### config.mk
export PLATFORM = sky130hd
export DESIGN_NAME = pmem_responder
export DESIGN_NICKNAME = d
export VERILOG_FILES = /design/src/rtl/pmem_responder.sv
export SDC_FILE = /design/constraint.sdc
export NUM_CORES = 2
export LEC_CHECK = 0
export CORE_ASPECT_RATIO = 1.2
export CORE_MARGIN = 5
export CORE_UTILIZATION = 50
export DETAILED_ROUTE_END_ITERATION = 7
export PLACE_DENSITY = 0.74
export SYNTH_ARGS = -nofsm -noshare
export SYNTH_HDL_FRONTEND = slang
export SYNTH_SLANG_ARGS = --single-unit
### constraint.sdc
create_clock -name clk -period 13.1 [get_ports clk]
set_input_delay 2.62 -clock clk [delete_from_list [all_inputs] [get_ports clk]]
set_output_delay 2.62 -clock clk [all_outputs]
set_load 0.02 [all_outputs]
### src/rtl/pmem_responder.sv
// Burst physical-memory responder: fixed-latency line store answering L2 read/write requests.
// Optional build macro PMEM_STATS_EN adds saturating read_count/write_count outputs.
module pmem_responder #(
    parameter int LATENCY  = 10,
    parameter int IDX_BITS = 5
) (
    input  logic         clk,
    input  logic         reset_n,
    input  logic         read,
    input  logic         write,
    input  logic [15:0]  address,
    input  logic [127:0] wdata,
    output logic         resp,
    output logic [127:0] rdata,
    output logic         protocol_err
`ifdef PMEM_STATS_EN
    ,
    output logic [15:0]  read_count,
    output logic [15:0]  write_count
`endif
);

    localparam int         DEPTH  = 2 ** IDX_BITS;
    localparam logic [7:0] LAT_M1 = 8'(LATENCY - 1);

    typedef enum logic [1:0] {IDLE, WAIT, RESP} state_t;

    state_t                r_state;
    logic [7:0]            r_cnt;
    logic                  r_opWrite;
    logic [IDX_BITS-1:0]   r_idx;
    logic [127:0]          r_wdata;
    logic                  r_resp;
    logic [127:0]          r_rdata;
    logic                  r_perr;
    logic [127:0]          r_mem [DEPTH];

    logic [IDX_BITS-1:0]   w_idx;
    logic                  w_req;
    logic                  w_keep;
    logic                  w_unused_addr;

    assign w_idx         = address[IDX_BITS+3:4];
    assign w_req         = read | write;
    assign w_keep        = r_opWrite ? write : read;
    assign w_unused_addr = ^{address[15:IDX_BITS+4], address[3:0]};

    assign resp         = r_resp;
    assign rdata        = r_rdata;
    assign protocol_err = r_perr;

    always_ff @(posedge clk or negedge reset_n) begin
        if (!reset_n) begin
            r_state   <= IDLE;
            r_cnt     <= '0;
            r_opWrite <= 1'b0;
            r_idx     <= '0;
            r_wdata   <= '0;
            r_resp    <= 1'b0;
            r_rdata   <= '0;
            r_perr    <= 1'b0;
        end else begin
            case (r_state)
                IDLE: begin
                    r_resp  <= 1'b0;
                    r_rdata <= '0;
                    if (w_req) begin
                        r_opWrite <= write;
                        r_idx     <= w_idx;
                        r_wdata   <= wdata;
                        r_cnt     <= LAT_M1;
                        if (read && write)
                            r_perr <= 1'b1;
                        if (LATENCY == 1) begin
                            r_state <= RESP;
                            r_resp  <= 1'b1;
                            r_rdata <= write ? '0 : r_mem[w_idx];
                        end else begin
                            r_state <= WAIT;
                        end
                    end
                end
                WAIT: begin
                    // Move to RESP on the edge where the counter reaches zero, so resp lands LATENCY cycles after acceptance.
                    if (!w_keep) begin
                        r_state <= IDLE;
                    end else if (r_cnt <= 8'd1) begin
                        r_state <= RESP;
                        r_cnt   <= '0;
                        r_resp  <= 1'b1;
                        r_rdata <= r_opWrite ? '0 : r_mem[r_idx];
                    end else begin
                        r_cnt <= r_cnt - 8'd1;
                    end
                end
                RESP: begin
                    r_state <= IDLE;
                    r_resp  <= 1'b0;
                    r_rdata <= '0;
                end
                default: begin
                    r_state <= IDLE;
                    r_resp  <= 1'b0;
                    r_rdata <= '0;
                end
            endcase
        end
    end

    // Line array is deliberately unreset; a write only lands on the edge leaving RESP.
    always_ff @(posedge clk) begin
        if (r_state == RESP && r_opWrite)
            r_mem[r_idx] <= r_wdata;
    end

`ifdef PMEM_STATS_EN
    logic [15:0] r_readCount;
    logic [15:0] r_writeCount;

    assign read_count  = r_readCount;
    assign write_count = r_writeCount;

    always_ff @(posedge clk or negedge reset_n) begin
        if (!reset_n) begin
            r_readCount  <= '0;
            r_writeCount <= '0;
        end else if (r_state == RESP) begin
            if (r_opWrite && r_writeCount != 16'hFFFF)
                r_writeCount <= r_writeCount + 16'd1;
            else if (!r_opWrite && r_readCount != 16'hFFFF)
                r_readCount <= r_readCount + 16'd1;
        end
    end
`endif

endmodule

# == Word level (Yosys, flattened, before mapping) ==
# Memory sizes are Yosys's and may differ from the RTL's.
# Index checks and enable logic that the tools add are counted.
# op_classes
addsub,1
order_cmp,1
n_eq_ne,6
n_mux,18
bitwise_logic,1
n_reduce_logical,9
# op_table
operator,n
$mux 128,4
$mux 8,3
$pmux 8 s2,1
$le 8x1->1 const B,1
$sub 8x1->8 const B,1
$mux 1,6
$mux 2,3
$ne 2x2->1 const B,3
$reduce_and 2->1,3
$reduce_and 3->1,2
$pmux 2 s2,1
$ne 3x3->1 const B,1
$eq 2x1->1 const B,1
$eq 2x2->1 const B,1
$logic_and 1x1->1,2
$logic_not 2->1,1
$reduce_bool 2->1,1
$or 1x1->1,1
# word_totals
ff_bits,274
ram_bits,4096
inputBits,148
wordCells,45
n_memories,1
# mem_list
name,depth,width,rd,rd_clocked_by_memory_dff,wr,line_no,source
r_mem,32,128,1,0,1,36,logic [127:0] r_mem [DEPTH];

# == Longest topological paths before layout ==
# An unclocked memory read counts as a cell.
# depth
ltp_word,5
ltp_mapped,9

# == Worst setup path after synthesis ==
# OpenSTA, ideal clock, no wires.
# synth_timing
kind,register to register
startpoint,register r_idx[1]
endpoint,"memory r_mem[27][0], enable pin"
setup_time_ps,772
arrival_ps,10126
required_ps,12328
path_slack_ps,2202
path_stages_with_launch,7
path_buffers,4
period_less_slack_ps,10898
cell_sequence,dfrtp_1 buf_2 buf_4 clkbuf_1 buf_2 nand3_1 nor3_1
# synth_rtl
item,line_no,source
from (decl),31,logic [IDX_BITS-1:0] r_idx;
from (signal assigned),69,r_idx <= w_idx;
to (decl),36,
# No word-level cell before the write port.

# == Worst setup path after layout ==
# layout_timing
startpoint,register r_idx[1]
endpoint,"register r_rdata[58], in the netlist rdata[58]"
# layout_via
elab_chain_len,5
# layout_rtl
item,line_no,source
$mem_v2 32x128,n/a,
$mux 128,91,r_rdata <= r_opWrite ? '0 : r_mem[r_idx];
$mux 128,87,end else if (r_cnt <= 8'd1) begin
$mux 128,85,if (!w_keep) begin
$mux 128,63,case (r_state)
to (signal assigned),77,r_rdata <= write ? '0 : r_mem[w_idx];
to (signal assigned),91,
to (decl),34,logic [127:0] r_rdata;
# Every way passes these cells. The select of a mux whose other input is x is not followed.
# A chain may end at the register's enable or synchronous reset.

==> results.py <==
metrics = {
    "final_layout": {
        "areaGrowthSynthToFinish_pct": 12.7,
        "drive_gt1_share_pct": 10.2,
        "nFillCells": 23491,
        "nets": 9225,
        "final_common_cell": "edfxtp_1",
        "mostFrequentLayoutCells": "edfxtp_1, mux2i_1, o22ai_1, clkbuf_16, dfrtp_1",
    },
    "placed_design": {
        "dp_slack_ns": 6.45,
        "gp_congestion": 0.765,
        "dp_hpwl_um": 210000,
        "portBuffers": 266,
    },
    "worst_hold_path": {
        "holdPathStages": 1,
        "hold_path_end": "protocol_err$_DFFE_PN0P_",
        "hold_path.class": "reg2reg",
        "hold_start": "protocol_err$_DFFE_PN0P_",
    },
    "route": {
        "drt-total-wl_um": 430000,
        "drtIter0Drc": 12100,
        "drc": 0,
        "wl_per_cell_um": 31.4,
        "postRouteAntennaNets": 0,
        "drt_pass1_iterations": 8,
        "num_vias": 87060,
        "vias_per_cell": 6.35,
    },
    "timing": {
        "hold_viol_final": 0,
        "setup_slack_ns": 6.39,
        "relSlewSlack_pct": 15.6,
        "rsz0062_at_grt": "false",
        "finalCriticalPeriod_ns": 6.71,
        "setup_viol": 0,
        "clock-skew-final_ns": 0.0650,
        "final.setup.tns_ns": 0,
        "max_freq_mhz": 149,
        "worst_slew_pin_slew_ns": 1.27,
        "slew_violations": 0,
        "period_share_pct": 51.2,
    },
    "global_routing": {
        "grt_overflow": 0,
        "grt_max_degree": 145,
        "grt_usage_pct": 24.4,
        "grt_pass1_wl_um": 607000,
        "antenna_found_initial": 10,
        "grt_pass1_vias": 85989,
    },
    "clock_tree": {
        "cts_sinks": 4370,
        "numCtsBuffers": 402,
        "cts_tree": "built",
        "clk_latency_ns": 0.99,
        "htree_levels": 5,
        "post_cts_buffers": 0,
        "ctsRootBufferMaster": "clkbuf_16",
        "ctsResizeCount": 0,
        "postCtsHoldBufs": 0,
        "path_clk_slew_ns": 0.06,
        "cts_buffer_depth": 4,
    },
    "floorplanning": {
        "coreArea_um2": 327000,
        "start_util_pct": 50.3,
        "die_area_um2": 340000,
        "rows": 230,
        "fp.dieH_um": 638,
        "dieWidth_um": 534,
        "ios": 278,
    },
    "worst_setup_path": {
        "reg2reg_slack_ns": 6.39,
        "r2r-end": "rdata[58]$_DFFE_PN0P_",
        "critPathMaxFanout": 132,
        "worstSetupEndpointType": "register",
        "worstPathRequired_ns": 13.98,
        "worstPathArrival_ns": 7.58,
        "path_class": "reg2reg",
        "rr_worst_depth": 10,
        "worst_setup_path_start_kind": "register",
        "cp_cell_sequence": "buf_4, buf_4, buf_12, buf_4, buf_4, mux2i_1, o22ai_1, nor4_1, nand2_1, a22o_1",
        "crit_slowest_cell": "buf_4",
        "cp_common_cell": "buf_4",
        "critPathMaxStageDelay_ns": 0.95,
        "crit-reg2reg-launch": "r_idx[1]$_DFFE_PN0P_",
    },
    "power_and_ir_drop": {
        "p_leak_nw": 64.2,
        "peakVddDrop_mv": 0.154,
        "power_density_nw_per_um2": 212,
    },
    "synth": {
        "netlist_instances": 8714,
        "syn_area_um2": 164000,
        "synthFlopType": "edfxtp_1",
        "ys_types": 43,
        "syn_avg_cell_area_um2": 18.9,
        "yosysSeqAreaShare_pct": 79.0,
        "syn_nets": 8864,
        "yosysTopAreaCellShare_pct": 74.8,
        "yosys.area.top_type": "edfxtp_1",
        "synth-edff-count": 4096,
        "synth-async-reset-ratio_pct": 6.27,
        "yosysWarnings": 0,
        "synth-seq-cells": 4370,
        "synth.area.top_cells": "edfxtp_1, mux2i_1, dfrtp_1",
    },
    "run_status": {
        "outcome": "complete, no violations",
    },
    "run": {
        "max-cap-violations": 0,
    },
}
-- critical path: cells and delay by family (launching register included) --
kind / cells / cell delay (ns)
buffers and inverters: 5 / 3.95
AOI/OAI and AO/OA: 2 / 0.34
and+or+nand+nor: 2 / 0.70
DFF: 1 / 0.85
muxes: 1 / 0.31
-- cells in the mapped netlist (all sizes together), types with 5 or more instances --
cell type / n
a22o: 129
buf: 234
clkbuf: 271
dfrtp: 274
edfxtp: 4096
inv: 5
mux2: 133
mux2i: 2049
nand2: 133
nand4bb: 6
nor2: 43
nor3: 9
nor4: 259
o22ai: 1024
xnor2: 5
-- logic make-up (layout without fill, tap and decap cells) --
logic type      Yosys count  count (layout)  share of synthesized area (%)
compound gates         1164            1164                           4.63
xor+xnor                  5               5                         0.0266
flops                  4370            4370                           79.0
fa+ha+maj                 2               2                         0.0152
other cells               0               3                              0
mux                    2182            2182                           13.4
buf+inv                 510            1203                           1.36
simple gates            481             481                           1.61
-- report_power, final --
part           switching (mW)  internal (mW)
registers                1.91           17.5
logic                    5.13           3.19
clock network            5.10           6.43
total                    12.1           27.2
-- through the flow --
step           utilization (%)  power, mW  hold WS (ns)  area, µm²  cells
2_1_floorplan                -       24.5         0.498     164000   8714
3_3_place_gp              52.7       27.6         0.451     172000  12963
3_5_place_dp              52.7       28.0         0.465     172000  12963
4_1_cts                   56.6       39.3         0.479     185000  13699
5_1_grt                   56.6       40.6         0.502     185000  13701
6_report                  56.6       39.3         0.483     185000  13702
-- worst max-delay path by stage --
stage,cells past startpoint,slack [ns],to,start
2_1_floorplan,6,2.20,r_mem[27][0]$_DFFE_PP_,r_idx[1]$_DFFE_PN0P_
3_3_place_gp,10,6.58,rdata[52]$_DFFE_PN0P_,r_idx[1]$_DFFE_PN0P_
3_5_place_dp,10,6.45,rdata[52]$_DFFE_PN0P_,r_idx[1]$_DFFE_PN0P_
4_1_cts,10,6.56,rdata[52]$_DFFE_PN0P_,r_idx[1]$_DFFE_PN0P_
5_1_grt,10,6.19,rdata[52]$_DFFE_PN0P_,r_idx[1]$_DFFE_PN0P_
6_report,10,6.39,rdata[58]$_DFFE_PN0P_,r_idx[1]$_DFFE_PN0P_
-- state kept, by name, summed over array words and instances, names as in the netlist --
name          count
r_idx             5
resp              1
r_mem          4096
protocol_err      1
r_state           2
r_opWrite         1
rdata           128
r_wdata         128
r_cnt             8
-- layer usage --
layer | GRT usage [%] | wire [µm] | vias to the layer above
met5 | 0 | 62 | -
met3 | 4.65 | 46600 | 902
met2 | 39.7 | 205000 | 5258
li1 | - | - | 36220
met1 | 33.4 | 163000 | 44670
met4 | 8.10 | 15100 | 10
-- final cells by class --
type / count / area, µm² / area share [%]
multi-input combinational: 3834 / 32700 / 17.7
timing repair buffer: 462 / 4330 / 2.34
clock buffer: 524 / 10800 / 5.81
sequential: 4370 / 130000 / 70.1
tap: 4292 / 5370 / 2.90
inverter: 5 / 18.8 / 0.0101
antenna: 3 / 7.51 / 0.00405
clock inverter: 212 / 2200 / 1.19
No activity file was read; power rests on OpenSTA's default activity.
